<file path="src/rtl/spw_rx_char_decoder.sv">
// SpaceWire receive character decoder.
//
// Turns a recovered serial bit stream (one bit per rx_bit_valid strobe, LSB first) into the
// receive status inputs of the link-state FSM. It also delivers decoded N-chars and time codes.
//
// Ports:
//   pclk, reset        system clock, synchronous active-high reset
//   rx_enable          low flushes to HUNT and clears status (data outputs hold)
//   rx_bit_valid       one-cycle strobe qualifying rx_bit
//   rx_bit             received line bit
//   rx_got_bit         registered copy of an accepted rx_bit_valid
//   rx_got_null        level, set on the first NULL since enable
//   rx_got_fct         pulse per FCT that is not part of a NULL
//   rx_got_nchar       pulse per data char, EOP or EEP; rx_nchar_data valid with it
//   rx_nchar_data      [8] = control; data 0x000-0x0FF, EOP 0x100, EEP 0x101
//   rx_got_time_code   pulse per ESC+data; rx_time_out valid with it
//   rx_time_out        last time code received
//   rx_error           sticky parity / escape / disconnect error
//
// Configuration macro: SPW_RX_PARITY_CHECK_EN. When defined, an odd-parity failure sends the
// decoder to ERROR; when undefined, parity is not checked and decoding continues.
//
// Control codes are given in line order (first body bit written first):
// FCT = 0,0  EOP = 0,1  EEP = 1,0  ESC = 1,1.
module spw_rx_char_decoder #(
    parameter int unsigned DISCONNECT_CYCLES = 85
) (
    input  logic       pclk,
    input  logic       reset,
    input  logic       rx_enable,
    input  logic       rx_bit_valid,
    input  logic       rx_bit,
    output logic       rx_got_bit,
    output logic       rx_got_null,
    output logic       rx_got_fct,
    output logic       rx_got_nchar,
    output logic [8:0] rx_nchar_data,
    output logic       rx_got_time_code,
    output logic [7:0] rx_time_out,
    output logic       rx_error
);

    localparam int unsigned IdleW = $clog2(DISCONNECT_CYCLES + 1);

    typedef enum logic [2:0] {StHunt, StParity, StFlag, StBody, StError} state_e;

    state_e           state_q, state_d;
    logic [5:0]       hunt_q, hunt_d;   // the leading don't-care bit of the NULL is not stored
    logic [6:0]       body_q, body_d;   // eighth body bit is taken straight from rx_bit
    logic             acc_q, acc_d;     // XOR of the previous character's body bits
    logic             par_q, par_d;
    logic             ctrl_q, ctrl_d;
    logic [2:0]       cnt_q, cnt_d;
    logic             esc_q, esc_d;
    logic             armed_q, armed_d;
    logic [IdleW-1:0] idle_q, idle_d;

    logic       got_bit_d, got_null_d, got_fct_d, got_nchar_d, got_tc_d, error_d;
    logic [8:0] nchar_data_d;
    logic [7:0] time_out_d;

    logic [7:0] body_shift;
    logic [1:0] ctrl_code;
    logic       parity_bad;

    assign body_shift = {rx_bit, body_q};
    // Written in line order: first received control bit is the left digit.
    assign ctrl_code  = {body_shift[6], body_shift[7]};

`ifdef SPW_RX_PARITY_CHECK_EN
    assign parity_bad = ~(acc_q ^ par_q ^ rx_bit);
`else
    logic unused_parity;
    assign unused_parity = acc_q ^ par_q;
    assign parity_bad    = 1'b0;
`endif

    always_comb begin
        state_d      = state_q;
        hunt_d       = hunt_q;
        body_d       = body_q;
        acc_d        = acc_q;
        par_d        = par_q;
        ctrl_d       = ctrl_q;
        cnt_d        = cnt_q;
        esc_d        = esc_q;
        armed_d      = armed_q;
        idle_d       = idle_q;
        got_bit_d    = 1'b0;
        got_fct_d    = 1'b0;
        got_nchar_d  = 1'b0;
        got_tc_d     = 1'b0;
        got_null_d   = rx_got_null;
        error_d      = rx_error;
        nchar_data_d = rx_nchar_data;
        time_out_d   = rx_time_out;

        if (!rx_enable) begin
            state_d    = StHunt;
            hunt_d     = '0;
            body_d     = '0;
            acc_d      = 1'b0;
            par_d      = 1'b0;
            ctrl_d     = 1'b0;
            cnt_d      = '0;
            esc_d      = 1'b0;
            armed_d    = 1'b0;
            idle_d     = '0;
            got_null_d = 1'b0;
            error_d    = 1'b0;
        end else if (state_q != StError) begin
            if (rx_bit_valid) begin
                got_bit_d = 1'b1;
                armed_d   = 1'b1;
                idle_d    = '0;
                case (state_q)
                    StHunt: begin
                        hunt_d = {hunt_q[4:0], rx_bit};
                        // ESC (parity ignored) followed by FCT, oldest bit on the left
                        if ({hunt_q, rx_bit} == 7'b1110100) begin
                            got_null_d = 1'b1;
                            acc_d      = 1'b0;
                            state_d    = StParity;
                        end
                    end
                    StParity: begin
                        par_d   = rx_bit;
                        state_d = StFlag;
                    end
                    StFlag: begin
                        if (parity_bad) begin
                            state_d = StError;
                            error_d = 1'b1;
                        end else begin
                            ctrl_d  = rx_bit;
                            cnt_d   = '0;
                            acc_d   = 1'b0;
                            state_d = StBody;
                        end
                    end
                    StBody: begin
                        body_d = body_shift[7:1];
                        acc_d  = acc_q ^ rx_bit;
                        cnt_d  = cnt_q + 3'd1;
                        if (cnt_q == (ctrl_q ? 3'd1 : 3'd7)) begin
                            state_d = StParity;
                            if (ctrl_q) begin
                                case (ctrl_code)
                                    2'b00: begin
                                        if (esc_q) esc_d = 1'b0;   // NULL: no pulse
                                        else       got_fct_d = 1'b1;
                                    end
                                    2'b11: begin
                                        if (esc_q) begin
                                            state_d = StError;
                                            error_d = 1'b1;
                                        end else begin
                                            esc_d = 1'b1;
                                        end
                                    end
                                    default: begin       // EOP / EEP
                                        if (esc_q) begin
                                            state_d = StError;
                                            error_d = 1'b1;
                                        end else begin
                                            got_nchar_d  = 1'b1;
                                            nchar_data_d = {1'b1, 7'd0, ctrl_code == 2'b10};
                                        end
                                    end
                                endcase
                            end else if (esc_q) begin
                                esc_d      = 1'b0;
                                got_tc_d   = 1'b1;
                                time_out_d = body_shift;
                            end else begin
                                got_nchar_d  = 1'b1;
                                nchar_data_d = {1'b0, body_shift};
                            end
                        end
                    end
                    default: ;
                endcase
            end else if (armed_q) begin
                // A bit in the same cycle clears the counter, so only idle cycles count here.
                if (idle_q == IdleW'(DISCONNECT_CYCLES - 1)) begin
                    state_d = StError;
                    error_d = 1'b1;
                end
                if (idle_q != IdleW'(DISCONNECT_CYCLES)) idle_d = idle_q + 1'b1;
            end
        end
    end

    always_ff @(posedge pclk) begin
        if (reset) begin
            state_q          <= StHunt;
            hunt_q           <= '0;
            body_q           <= '0;
            acc_q            <= 1'b0;
            par_q            <= 1'b0;
            ctrl_q           <= 1'b0;
            cnt_q            <= '0;
            esc_q            <= 1'b0;
            armed_q          <= 1'b0;
            idle_q           <= '0;
            rx_got_bit       <= 1'b0;
            rx_got_null      <= 1'b0;
            rx_got_fct       <= 1'b0;
            rx_got_nchar     <= 1'b0;
            rx_nchar_data    <= '0;
            rx_got_time_code <= 1'b0;
            rx_time_out      <= '0;
            rx_error         <= 1'b0;
        end else begin
            state_q          <= state_d;
            hunt_q           <= hunt_d;
            body_q           <= body_d;
            acc_q            <= acc_d;
            par_q            <= par_d;
            ctrl_q           <= ctrl_d;
            cnt_q            <= cnt_d;
            esc_q            <= esc_d;
            armed_q          <= armed_d;
            idle_q           <= idle_d;
            rx_got_bit       <= got_bit_d;
            rx_got_null      <= got_null_d;
            rx_got_fct       <= got_fct_d;
            rx_got_nchar     <= got_nchar_d;
            rx_nchar_data    <= nchar_data_d;
            rx_got_time_code <= got_tc_d;
            rx_time_out      <= time_out_d;
            rx_error         <= error_d;
        end
    end

endmodule

</file>
<file path="config.mk">
export PLATFORM = sky130hd
export DESIGN_NAME = spw_rx_char_decoder
export DESIGN_NICKNAME = d
export VERILOG_FILES = /design/src/rtl/spw_rx_char_decoder.sv
export SDC_FILE = /design/constraint.sdc
export NUM_CORES = 1
export LEC_CHECK = 0
export BUFFER_PORTS_ARGS = -buffer_cell sky130_fd_sc_hd__buf_4
export CAP_MARGIN = 20
export CORE_MARGIN = 5
export CORE_UTILIZATION = 30
export CTS_CLUSTER_SIZE = 25
export DETAILED_ROUTE_END_ITERATION = 8
export MAX_ROUTING_LAYER = met4
export PLACE_DENSITY = 0.45
export SLEW_MARGIN = 25
export SYNTH_ARGS = -nofsm -noshare
export SYNTH_HDL_FRONTEND = slang
export SYNTH_SLANG_ARGS = --single-unit
</file>
<file path="constraint.sdc">
create_clock -name pclk -period 3 [get_ports pclk]
set_input_delay 0.3 -clock pclk [delete_from_list [all_inputs] [get_ports pclk]]
set_output_delay 0.3 -clock pclk [all_outputs]
set_load 0.01 [all_outputs]
</file>
; Word-level counts from Yosys, hierarchy flattened
; Cells that the tools add are included.
[word_totals]
register_bits = 52
in_bits = 5
out_inout_bits = 23
elab_cells = 103
[op_classes]
add_sub_neg = 2
n_eq_ne = 20
n_mux = 33
bitwise = 8
n_reduce_logical = 24
[op_table]
columns = op, count
row1 = $mux W9, 4
row2 = $mux W3, 9
row3 = $mux W7, 3
row4 = $reduce_and A3 Y1, 5
row5 = $eq A7 B7 Y1 const B, 2
row6 = $mux W1, 14
row7 = $reduce_and A7 Y1, 2
row8 = $pmux W3 S4, 1
row9 = $ne A3 B3 Y1 const B, 3
row10 = $ne A2 B1 Y1 const B, 4
row11 = $not A1 Y1, 8
row12 = $reduce_and A8 Y1, 1
row13 = $reduce_bool A2 Y1, 4
row14 = $reduce_or A8 Y1, 1
row15 = $add A7 B1 Y7 const B, 1
row16 = $ne A7 B7 Y1 const B, 1
row17 = $reduce_or A7 Y1, 1
row18 = $eq A3 B2 Y1 const B, 2
row19 = $pmux W3 S2, 1
row20 = $reduce_and A6 Y1, 1
row21 = $reduce_or A6 Y1, 1
row22 = $ne A5 B1 Y1 const B, 1
row23 = $reduce_and A5 Y1, 1
row24 = $eq A2 B2 Y1 const B, 2
row25 = other kinds (12), 14

; Logic depth before layout (Yosys ltp)
; Gate-level depths: netlist (run 1).
[logic_depth]
ltp_word = 6
depth_mapped = 7
mapped_depth_nobuf = 6

; Worst setup path after synthesis (run 1)
; Ideal clock, no wire load.
[synth_path]
path_kind = register to register
from = register idle_q[1]
to = register idle_q[6]
setup_time_ns = 0.070
t_arrival_ns = 1.472
t_required_ns = 2.930
setup_slack_ns = 1.458
path_stages_with_launch = 7
n_path_buf = 0
cell_sequence = dfxtp_1 inv_1 ha_1 nand4bb_1 o221ai_4 or4_1 a21oi_1
[synth_between]
elab_chain_len = 4
word_cells_on_any_way = 7
[synth_rtl]
columns = element, line
row1 = start: declaration, 56  ; logic [IdleW-1:0] idle_q, idle_d;
row2 = start signal: assignment, 224  ; idle_q <= idle_d;
row3 = $add A7 B1 Y7, 189  ; if (idle_q != IdleW'(DISCONNECT_CYCLES)) idle_d = idle_q + 1'b1;
row4 = $mux W7, 189
row5 = $mux W7, 183  ; end else if (armed_q) begin
row6 = $mux W7, 112  ; if (rx_bit_valid) begin
; Several ways; a longest one is shown, not always the timed one. The select of a mux whose other input is x is not followed.
; A chain may end at the register's enable or synchronous reset.

; Worst setup path in the final report (run 1)
[layout_path]
from = register state_q[0]
to = register rx_nchar_data[6]
[layout_between]
elab_chain_len = 2
word_cells_on_any_way = 3
[layout_rtl]
columns = element, line
row1 = start: declaration, 47  ; state_e state_q, state_d;
row2 = start signal: assignment, 196  ; state_q <= StHunt;
row3 = start signal: assignment, 215  ; state_q <= state_d;
row4 = $ne A3 B3 Y1 / $eq A3 B2 Y1 (equally long branches), "111, 116"
row5 = $reduce_and A7 Y1 (no source line) *, --
row6 = end signal: assignment, 229  ; rx_nchar_data <= nchar_data_d;
row7 = end: declaration, 37  ; output logic [8:0] rx_nchar_data,
; Every way passes the cells marked *; elsewhere a longest branch is shown, timed or not.

==> impl_results.md, run 1 <==
- Status: completed
- Crit path buffers/inverters: 0
- I/O Pins: 28
- Critical-path maximum fanout: 18
- H-tree Lvls: 2
- GP Congestion: 0.776
- Antenna-violating nets left: 0
- Worst hold path type: primary input to flop
- CORE AREA: 7770 um2
- CTS Buffer Depth: 2
- Pre-antenna DRT Iters: 4
- #FFs+latches synth: 52
- Critical path's slowest cell: dfxtp_1
- Avg Cell Area, Syn: 8.87 um2
- Total die area: 9870 um2
- Num rows: 32
- DR WL/cell: between 10 and 15 um
- Setup WS pre-CTS: 972 ps
- Worst slew margin: 0.565
- Clk Latency, worst-skew pair: 300 ps
- Final Skew: 7.83 ps
- First-pass GRT wire length: 9030 um
- CP max stage delay: 550 ps
- Die Wd: 99.3 um
- Leakage dissipation: 0.962 nW
- Critical path launch point type: flop
- Yosys top cell area share: 0.435
- CTS Buf Count: 5
- Final worst slack: 989 ps
- Area leader, netlist: dfxtp_1
- Commonest non-fill, non-tap cells in the layout: dfxtp_1, a21oi_1, buf_4
- Diodes inserted: 0
- Pwr/cell area: 417 nW/um2
- Yosys warns: 0
- Critical path arrival: 2250 ps
- Synth area leaders: dfxtp_1, a21oi_1, o21ai_0, nand2_1, ha_1
- Vias in the first global route: between 1.5k and 2k
- Sequential fraction of the synthesis area: 0.435
- Final min period: around 2000 ps
- RSZ-0062 raised after global routing: false
- Root Buffer: clkbuf_8
- GRT overflow: 0
- Layout fillers: 847
- Reg clk slew, reported paths: approximately 90 ps
- Nets: 302
- Clock Sinks: 52
- Resized Gates After CTS: 0
- Setup-failing EPs final: 0
- DRC errors left: 0
- Crit Path Category: flop to flop
- Die height: 99.3 um
- Drt via density: 4.99
- Mapped Cells: 270
- CP delay by family, top: simple AND/OR/NAND/NOR gates
- Net count after synthesis: 282
- Vias: approximately 2.0k
- Post-synth cell types: between 50 and 60
- Synthesis-to-finish area growth: 14.4%
- Fin. max-slew vios: 0
- Largest net degree at the start of global routing: 19
- Layout cells sized above 1: 0.151
- Final Cycle Share: 0.670
- CTS tree: done
- Drt total wl: 5410 um
- Worst Path Required: 3240 ps
- Antenna violations before repair: 0
- Mapped cell area: 2390 um2
- Crit path cell chain: and4b_1 > o211ai_4 > or4_1 > a21oi_1
- Hold Fails Final Rpt: 0
- Slew of the pin with the lowest slew margin: 652 ps
- Dpl hpwl: 3920 um
- PortBufs: 27
- FMAX: 497 MHz
- Hold buffers post-CTS: 0
- Crit end category: flop
- GR Util All Layers: 0.116
- Commonest non-fill, non-tap cell in the layout: dfxtp_1
- Setup TNS Final: 0 ps
- Initial DRC Count: 88
- Initial Util: 0.308
- Setup Buffers After CTS: 0
- Max Cap Viol: 0
- Maximum vdd drop: 0.156 mV
## per-stage QoR
stage | area, um2 | utilization | power, W | cells | hold slack, ps
after floorplan | 2390 | - | 0.000738 | 270 | 436
after global placement | 2650 | 0.341 | 0.000753 | 385 | 437
after detailed placement | 2650 | 0.341 | 0.000752 | 385 | 441
after CTS | 2740 | 0.353 | 0.00117 | 393 | 259
after global routing | 2740 | 0.353 | 0.00119 | 393 | 268
final | 2740 | 0.353 | 0.00114 | 393 | 273
## area by class of cell
cell class	instances	area, um2	area share
Timing Repair Buffer	28	210	0.0767
Clock buffer	6	82.6	0.0301
Clock inverter	2	10.0	0.00365
Tap cell	102	128	0.0466
Sequential cell	52	1040	0.380
Inverter	10	37.5	0.0137
Multi-Input combinational cell	193	1230	0.449
## layer usage
metal  part of all wire  routed length, um  up-vias  track usage
met3              0.035                188        7       0.0217
li1                   -                  -     1015            -
met2               0.42               2300       32        0.164
met5                  0                  0        -            -
met4              0.018                 97        0       0.0504
met1               0.52               2830      906        0.162
## sequential cells by signal, indices dropped and copies added, names as in the netlist
register / flops
rx_nchar_data: 9
rx_time_out: 8
body_q: 7
idle_q: 7
hunt_q: 6
cnt_q: 3
state_q: 3
armed_q: 1
ctrl_q: 1
esc_q: 1
rx_error: 1
rx_got_bit: 1
rx_got_fct: 1
rx_got_nchar: 1
rx_got_null: 1
rx_got_time_code: 1
## power by group
part	internal, W	switching, W	leakage [nW]
clock network	0.000185	0.000222	0.0510
registers	0.000691	0.00000197	0.419
logic	0.0000147	0.0000268	0.492
## cells in the mapped netlist (all sizes together)
library cell,n
dfxtp,52
a21oi,41
nand2,24
o21ai,23
nor2,17
nand3,12
inv,10
buf,9
mux2i,8
ha,7
clkbuf,6
nand4b,6
nand2b,5
nand3b,4
or3,4
nor3b,3
o211ai,3
or4,3
and4,2
and4b,2
nor2b,2
nor3,2
nor4,2
o211a,2
o31ai,2
or2,2
a211o,1
a211oi,1
a21o,1
a311oi,1
a31oi,1
a32oi,1
and2,1
and4bb,1
nand4,1
nand4bb,1
nor4b,1
nor4bb,1
o21a,1
o221a,1
o221ai,1
o31a,1
or3b,1
## kinds of logic after synthesis
group                      count (synthesis)  synth area share
AOI/OAI and AO/OA                         81             0.209
adders and majority gates                  7            0.0366
buffers and inverters                     25            0.0512
and+or+nand+nor                           97             0.235
DFF                                       52             0.435
muxes                                      8            0.0334
## worst reg2reg max path: cells and delay by family (launching register included)
kind	cells	cell delay, ps
AO/OA/AOI/OAI	2	400
AND/OR/NAND/NOR	2	1000
flip-flops	1	550
## worst paths after layout
path	depth (start not counted)	to	startpoint	slack [ps]
setup / recovery	4	rx_nchar_data[6]	state_q[0]	990
hold / removal	3	body_q[6]	rx_bit	270
setup reg to reg	4	rx_nchar_data[6]	state_q[0]	990
hold reg to reg	2	rx_error	rx_error	450
(Power assumes the default switching activity.)
==> run 2, diff against run 1 <==
--- a/config.mk
+++ b/config.mk
@@ -12,7 +12,7 @@
 export CTS_CLUSTER_SIZE = 25
 export DETAILED_ROUTE_END_ITERATION = 8
 export MAX_ROUTING_LAYER = met4
-export PLACE_DENSITY = 0.45
+export PLACE_DENSITY = 0.46
 export SLEW_MARGIN = 25
 export SYNTH_ARGS = -nofsm -noshare
 export SYNTH_HDL_FRONTEND = slang
==> constraint.sdc (replaced) <==
create_clock -name pclk -period 1.75 [get_ports pclk]
set_input_delay 0.175 -clock pclk [delete_from_list [all_inputs] [get_ports pclk]]
set_output_delay 0.175 -clock pclk [all_outputs]
set_load 0.01 [all_outputs]
==> run 2 against run 1 <==
  * Count of clock-buffer cells in the layout grew 2
  * Sequential power grew 72%
  * First-iteration DRC count increased by 39%
  * Non-clock buffer count up 14
  * Fmax grew 23%
  * Total power rose by 74%
  * Sequential cell count stayed put
  * Register-to-register slack worse by 870 ps
  * Critical path type unchanged
  * Largest cell class unchanged
==> impl_results.md, run 2 (synthesis results as in run 1) <==
- RSZ-0062 raised after global routing: false
- Clk Latency, worst-skew pair: 310 ps (about the same)
- NetSw: 0.000446 W (+78%)
- Vias in the first global route: 1853 (+3.3%)
- Critical path launch point type: flop
- Drt total wl: 5500 um (+1.6%)
- Hold Fails Final Rpt: 0 (unchanged)
- Slew of the pin with the lowest slew margin: 511 ps (-141 ps)
- Commonest non-fill, non-tap cell in the layout: dfxtp_1
- Initial Util: 0.308 (unchanged)
- Largest net degree at the start of global routing: 19 (unchanged)
- Die height: 99.3 um (unchanged)
- Logic pwr share: 0.040 (+0.004)
- Critical path arrival: 1880 ps (-370 ps)
- Flop pwr share: 0.598 (-0.010)
- Hold buffers post-CTS: 0 (unchanged)
- Pre-antenna DRT Iters: 4 (unchanged)
- FMAX: 612 MHz (+23%)
- Max Cap Viol: 0 (unchanged)
- Final Cycle Share: 0.934 (+0.263)
- Antenna-violating nets left: 0 (unchanged)
- RR Startpoint: idle_q[1]
- Hold EP: body_q[6]
- Placed instance area: 2750 um2 (+4.0%)
- Vias: 1985 (+1.3%)
- Register area: 1040 um2 (+0.24%)
- Dpl hpwl: 3970 um (+1.4%)
- First-pass GRT wire length: 9240 um (+2.4%)
- Wl on met1: 2960 um (+4.7%)
- Initial DRC Count: 122 (+39%)
- Worst Path Required: 2000 ps (-1240 ps)
- Routed wl met2: 2290 um (-0.35%)
- Pwr/cell area: 696 nW/um2 (+67%)
- Max Used Layer: met4
- PortBufs: 27 (unchanged)
- Diodes inserted: 0 (unchanged)
- GP Congestion: 0.759 (-2.2%)
- Fin. max-slew vios: 0 (unchanged)
- Worst hold path type: primary input to flop
- Num rows: 32 (unchanged)
- Worst reg2reg path endpoint: idle_q[6]
- Clock Power Share: 0.361 (+0.005)
- Final worst slack: 116 ps (-873 ps)
- CTS tree: done
- CTS Buffer Depth: 2 (unchanged)
- Worst-case reg-to-reg path depth: 6 (+2)
- Multi-input logic area: 1240 um2 (+0.71%)
- Reg clk slew, reported paths: 90 ps (about the same)
- Drt via density: 4.88 (-2.2%)
- Biggest register: rx_nchar_data
- Layout cells sized above 1: 0.200 (+0.0488)
- Crit Path Category: flop to flop
- CTS Buf Count: 5 (unchanged)
- Antenna violations before repair: 0 (unchanged)
- Commonest non-fill, non-tap cells in the layout: dfxtp_1, buf_4, a21oi_1
- Design Power: 0.00199 W (+74%)
- Worst slew margin: 0.659 (+0.0935)
- Final Skew: 12.3 ps (+4.45 ps)
- Critical-path maximum fanout: 10 (-8)
- I/O Pins: 28 (unchanged)
- Internal: 0.00154 W (+73%)
- Setup TNS Final: 0 ps (unchanged)
- Nets: 316 (+4.6%)
- DRC errors left: 0 (unchanged)
- Clock Sinks: 52 (unchanged)
- Root Buffer: clkbuf_8
- H-tree Lvls: 2 (unchanged)
- R2R Setup Slk: 120 ps (-870 ps)
- Leakage dissipation: 1.03 nW (+6.6%)
- Synthesis-to-finish area growth: 19.2%
- Maximum vdd drop: 0.265 mV (+69%)
- Setup-failing EPs final: 0 (unchanged)
- Final min period: 1630 ps (-377 ps)
- Worst hold stages: 3 (unchanged)
- Sw frac: 0.225 (+0.00507)
- GR Util All Layers: 0.117 (+0.000398)
- Layout fillers: 831 (-1.9%)
- Flip-flop count of the largest register after layout: 9 (unchanged)
- Status: completed
- GRT overflow: 0 (unchanged)
- Final instance area: 2850 um2 (+4.2%)
- DR WL/cell: 13.5 um (-1.9%)
- Hold Startpoint: rx_bit
- Die Wd: 99.3 um (unchanged)
- Setup Buffers After CTS: 0 (unchanged)
- Crit end category: flop
- Top flop regs: rx_nchar_data x9, rx_time_out x8
- Met3 WL: 160 um (-15%)
- CORE AREA: 7770 um2 (unchanged)
- Setup WS pre-CTS: 92.7 ps (-879 ps)
- Total die area: 9870 um2 (unchanged)
-- run 2: changes by cell type in the layout (fill, tap and decap cells not counted), sizes merged --
cell	change
buf	+14
clkbuf	+2
clkinv	-2
-- run 2: through the flow --
stage / cells / util / hold slack [ps]
detailed placement: 399 / 0.354 / 449
floorplan: 270 / - / 311
finish: 407 / 0.367 / 154
global route: 407 / 0.367 / 153
CTS: 407 / 0.366 / 147
global placement: 399 / 0.354 / 438
-- run 2: final cells by class --
cell class	instances	area share
Clock buffer	8	0.0316
Inverter	10	0.0132
Tap cell	102	0.0447
Multi-Input combinational cell	193	0.434
Sequential cell	52	0.366
Timing Repair Buffer	42	0.110
-- run 2: worst max path at each step --
stage,cells after the start,startpoint,endpoint,slack (ps)
finish,6,idle_q[1],idle_q[6],120
CTS,6,idle_q[1],idle_q[6],70
detailed placement,6,idle_q[1],idle_q[6],90
global route,6,idle_q[1],idle_q[6],2
floorplan,6,idle_q[1],idle_q[6],210
global placement,6,idle_q[1],idle_q[6],140
-- run 2: timing repair --
item	4_1_cts	5_1_grt
setup endpoints to repair	0	7
endpoints found under the hold margin	0	0
gates resized for setup	0	5
-- run 2: routing by layer --
metal  track usage  up-vias
met5             -        -
met1         0.167      918
met4        0.0410        0
met2         0.161       24
met3        0.0252        7
li1              -     1036
-- run 2: power by group through the flow --
stage                     combinational, W  clock (W)  sequential [W]
final                            0.0000801   0.000717         0.00119
after global routing             0.0000876   0.000792         0.00119
after CTS                        0.0000803   0.000749         0.00119
after detailed placement         0.0000801          0         0.00122
after global placement           0.0000810          0         0.00122
after floorplan                  0.0000493          0         0.00122
-- run 2: critical path, stage by stage, from the launching register on --
cell	delay (ps)
dfxtp_2	370
inv_1	60
ha_1	180
nand4bb_1	140
o221ai_4	160
or4_1	520
a21oi_2	140
==> run 3, diff against run 2 <==
--- a/config.mk
+++ b/config.mk
@@ -7,6 +7,7 @@
 export LEC_CHECK = 0
 export BUFFER_PORTS_ARGS = -buffer_cell sky130_fd_sc_hd__buf_4
 export CAP_MARGIN = 20
+export CORE_ASPECT_RATIO = 0.5
 export CORE_MARGIN = 5
 export CORE_UTILIZATION = 30
 export CTS_CLUSTER_SIZE = 25
==> run 3 against run 2 <==
  * Highest routed layer unchanged
  * Sequential share of layout area down 0.67 points
  * Non-clock buffer count down 2
  * Critical path type unchanged
  * Cell count up 2.0%
  * Fmax down 0.34%
  * Total power up 13%
==> impl_results.md, run 3 (synthesis results as in run 1) <==
- Num rows: 23 (-28%)
- Root Buffer: clkbuf_16
- Layout cells sized above 1: 0.195 (-0.00528)
- Largest net degree at the start of global routing: 20 (+1)
- Fin. max-slew vios: 0 (unchanged)
- Die Wd: 136 um (+37%)
- Design Power: 0.00225 W (+13%)
- Drt total wl: 5520 um (+0.38%)
- Top flop regs: rx_nchar_data x9, rx_time_out x8
- First-pass GRT wire length: 9090 um (-1.6%)
- Flip-flop count of the largest register after layout: 9 (unchanged)
- Antenna violations before repair: 0 (unchanged)
- Worst-case reg-to-reg path depth: 6 (unchanged)
- CP max stage delay: 500 ps (-20 ps)
- H-tree Lvls: 2 (unchanged)
- Die height: 73.2 um (-26%)
- Pre-antenna DRT Iters: 4 (unchanged)
- RSZ-0062 raised after global routing: false
- Reg clk slew, reported paths: 70 ps (-20 ps)
- Placed insts: 407 (+2.0%)
- Biggest register: rx_nchar_data
- Dpl hpwl: 4000 um (+0.68%)
- Layout fillers: 826 (-0.60%)
- Crit end category: flop
- Diodes inserted: 0 (unchanged)
- Critical-path maximum fanout: 10 (unchanged)
- Critical path launch point type: flop
- Final Skew: 5.05 ps (-7.23 ps)
- Leakage dissipation: 1.05 nW (+2.3%)
- Crit path cell chain: inv_1 > ha_1 > nand4bb_1 > o221ai_4 > or4_1 > a21oi_1
- CTS tree: done
- Worst hold stages: 3 (unchanged)
- I/O Pins: 28 (unchanged)
- FMAX: 610 MHz (-0.34%)
- Maximum vdd drop: 0.306 mV (+15%)
- Critical path arrival: 1860 ps (-20 ps)
- Critical path's slowest cell: or4_1
- Hold Startpoint: rx_bit
- Status: completed
- Vias: 1993 (+0.40%)
- Synthesis-to-finish area growth: 21.3%
- CORE AREA: 7890 um2 (+1.5%)
- CTS Buf Count: 5 (unchanged)
- Initial Util: 0.304 (-0.00460)
- Slew of the pin with the lowest slew margin: 493 ps (-17.7 ps)
- Worst Path Required: 1970 ps (-30 ps)
- Total die area: 9980 um2 (+1.1%)
- DRC errors left: 0 (unchanged)
- Commonest non-fill, non-tap cell in the layout: dfxtp_1
- Placed instance area: 2750 um2 (about the same)
- GRT overflow: 0 (unchanged)
- CTS Buffer Depth: 2 (unchanged)
- R2R Setup Slk: 110 ps (about the same)
- Crit Path Category: flop to flop
- Setup-failing EPs final: 0 (unchanged)
- Hold Fails Final Rpt: 0 (unchanged)
- Clock Sinks: 52 (unchanged)
- DR WL/cell: 13.3 um (-1.6%)
- Register area: 1040 um2 (-0.12%)
- Setup Buffers After CTS: 0 (unchanged)
- RR Startpoint: idle_q[1]
- Worst hold path type: primary input to flop
- Final instance area: 2900 um2 (+1.8%)
- Antenna-violating nets left: 0 (unchanged)
- Vias in the first global route: 1878 (+1.3%)
- Worst slew margin: 0.671 (+0.0125)
- Max Cap Viol: 0 (unchanged)
- Final min period: 1640 ps (+5.51 ps)
- GR Util All Layers: 0.118 (+0.00127)
- Pwr/cell area: 775 nW/um2 (+11%)
- Multi-input logic area: 1240 um2 (-0.30%)
- Hold EP: body_q[6]
- Layout Cells excl Fill: 415 (+2.0%)
- Initial DRC Count: 123 (+0.82%)
- Drt via density: 4.80 (-1.5%)
- PortBufs: 27 (unchanged)
- Worst reg2reg path endpoint: idle_q[6]
- Final Cycle Share: 0.937 (+0.00315)
- Setup TNS Final: 0 ps (unchanged)
- GP Congestion: 0.757 (-0.24%)
- Clk Latency, worst-skew pair: 290 ps (-20 ps)
- Commonest non-fill, non-tap cells in the layout: dfxtp_1, a21oi_1, buf_4
- Nets: 314 (-0.63%)
run 3: power breakdown:
part           switching [W]  internal, W  leakage (nW)
clock               0.000450     0.000536        0.0742
combinational      0.0000473    0.0000279         0.555
sequential        0.00000301      0.00119         0.420
run 3: critical path, delay by kind of cell (launching register included):
family,cells,cell delay (ps)
flops,1,370
fa+ha+maj,1,190
compound gates,2,310
buf+inv,1,60
simple gates,2,650
run 3: final cells by class:
type                            instances  area share
Sequential cell                        52       0.359
Inverter                               10      0.0129
Clock buffer                            5      0.0431
Multi-Input combinational cell        193       0.426
Timing Repair Buffer                   40       0.103
Clock inverter                          3     0.00776
Tap cell                              112      0.0483
run 3: timing repair:
| item | CTS | global route |
|---|---|---|
| gates resized for setup | 0 | 3 |
| endpoints found under the setup margin | 0 | 9 |
| hold buffers | 0 | 0 |
run 3: worst max path at each step:
stage                     end  startpoint  slack, ps  cells past startpoint
floorplan           idle_q[6]   idle_q[1]        210                      6
global placement    idle_q[6]   idle_q[1]        150                      6
detailed placement  idle_q[6]   idle_q[1]         80                      6
CTS                 idle_q[6]   idle_q[1]         30                      6
global route        idle_q[6]   idle_q[1]         30                      6
finish              idle_q[6]   idle_q[1]        110                      6
run 3: metrics by stage:
step                 util  worst slack (ps)  hold slack [ps]
finish              0.368               111              169
global route        0.368              29.2              164
CTS                 0.368              31.8              156
detailed placement  0.349              76.5              440
global placement    0.349               146              447
floorplan               -               208              311
run 3: routing by layer:
layer  part of all wire  global-route usage  wire (um)
met5                  0                   -          0
met4              0.010              0.0369         56
met3              0.033              0.0310        180
met2               0.43               0.176       2390
met1               0.52               0.157       2890
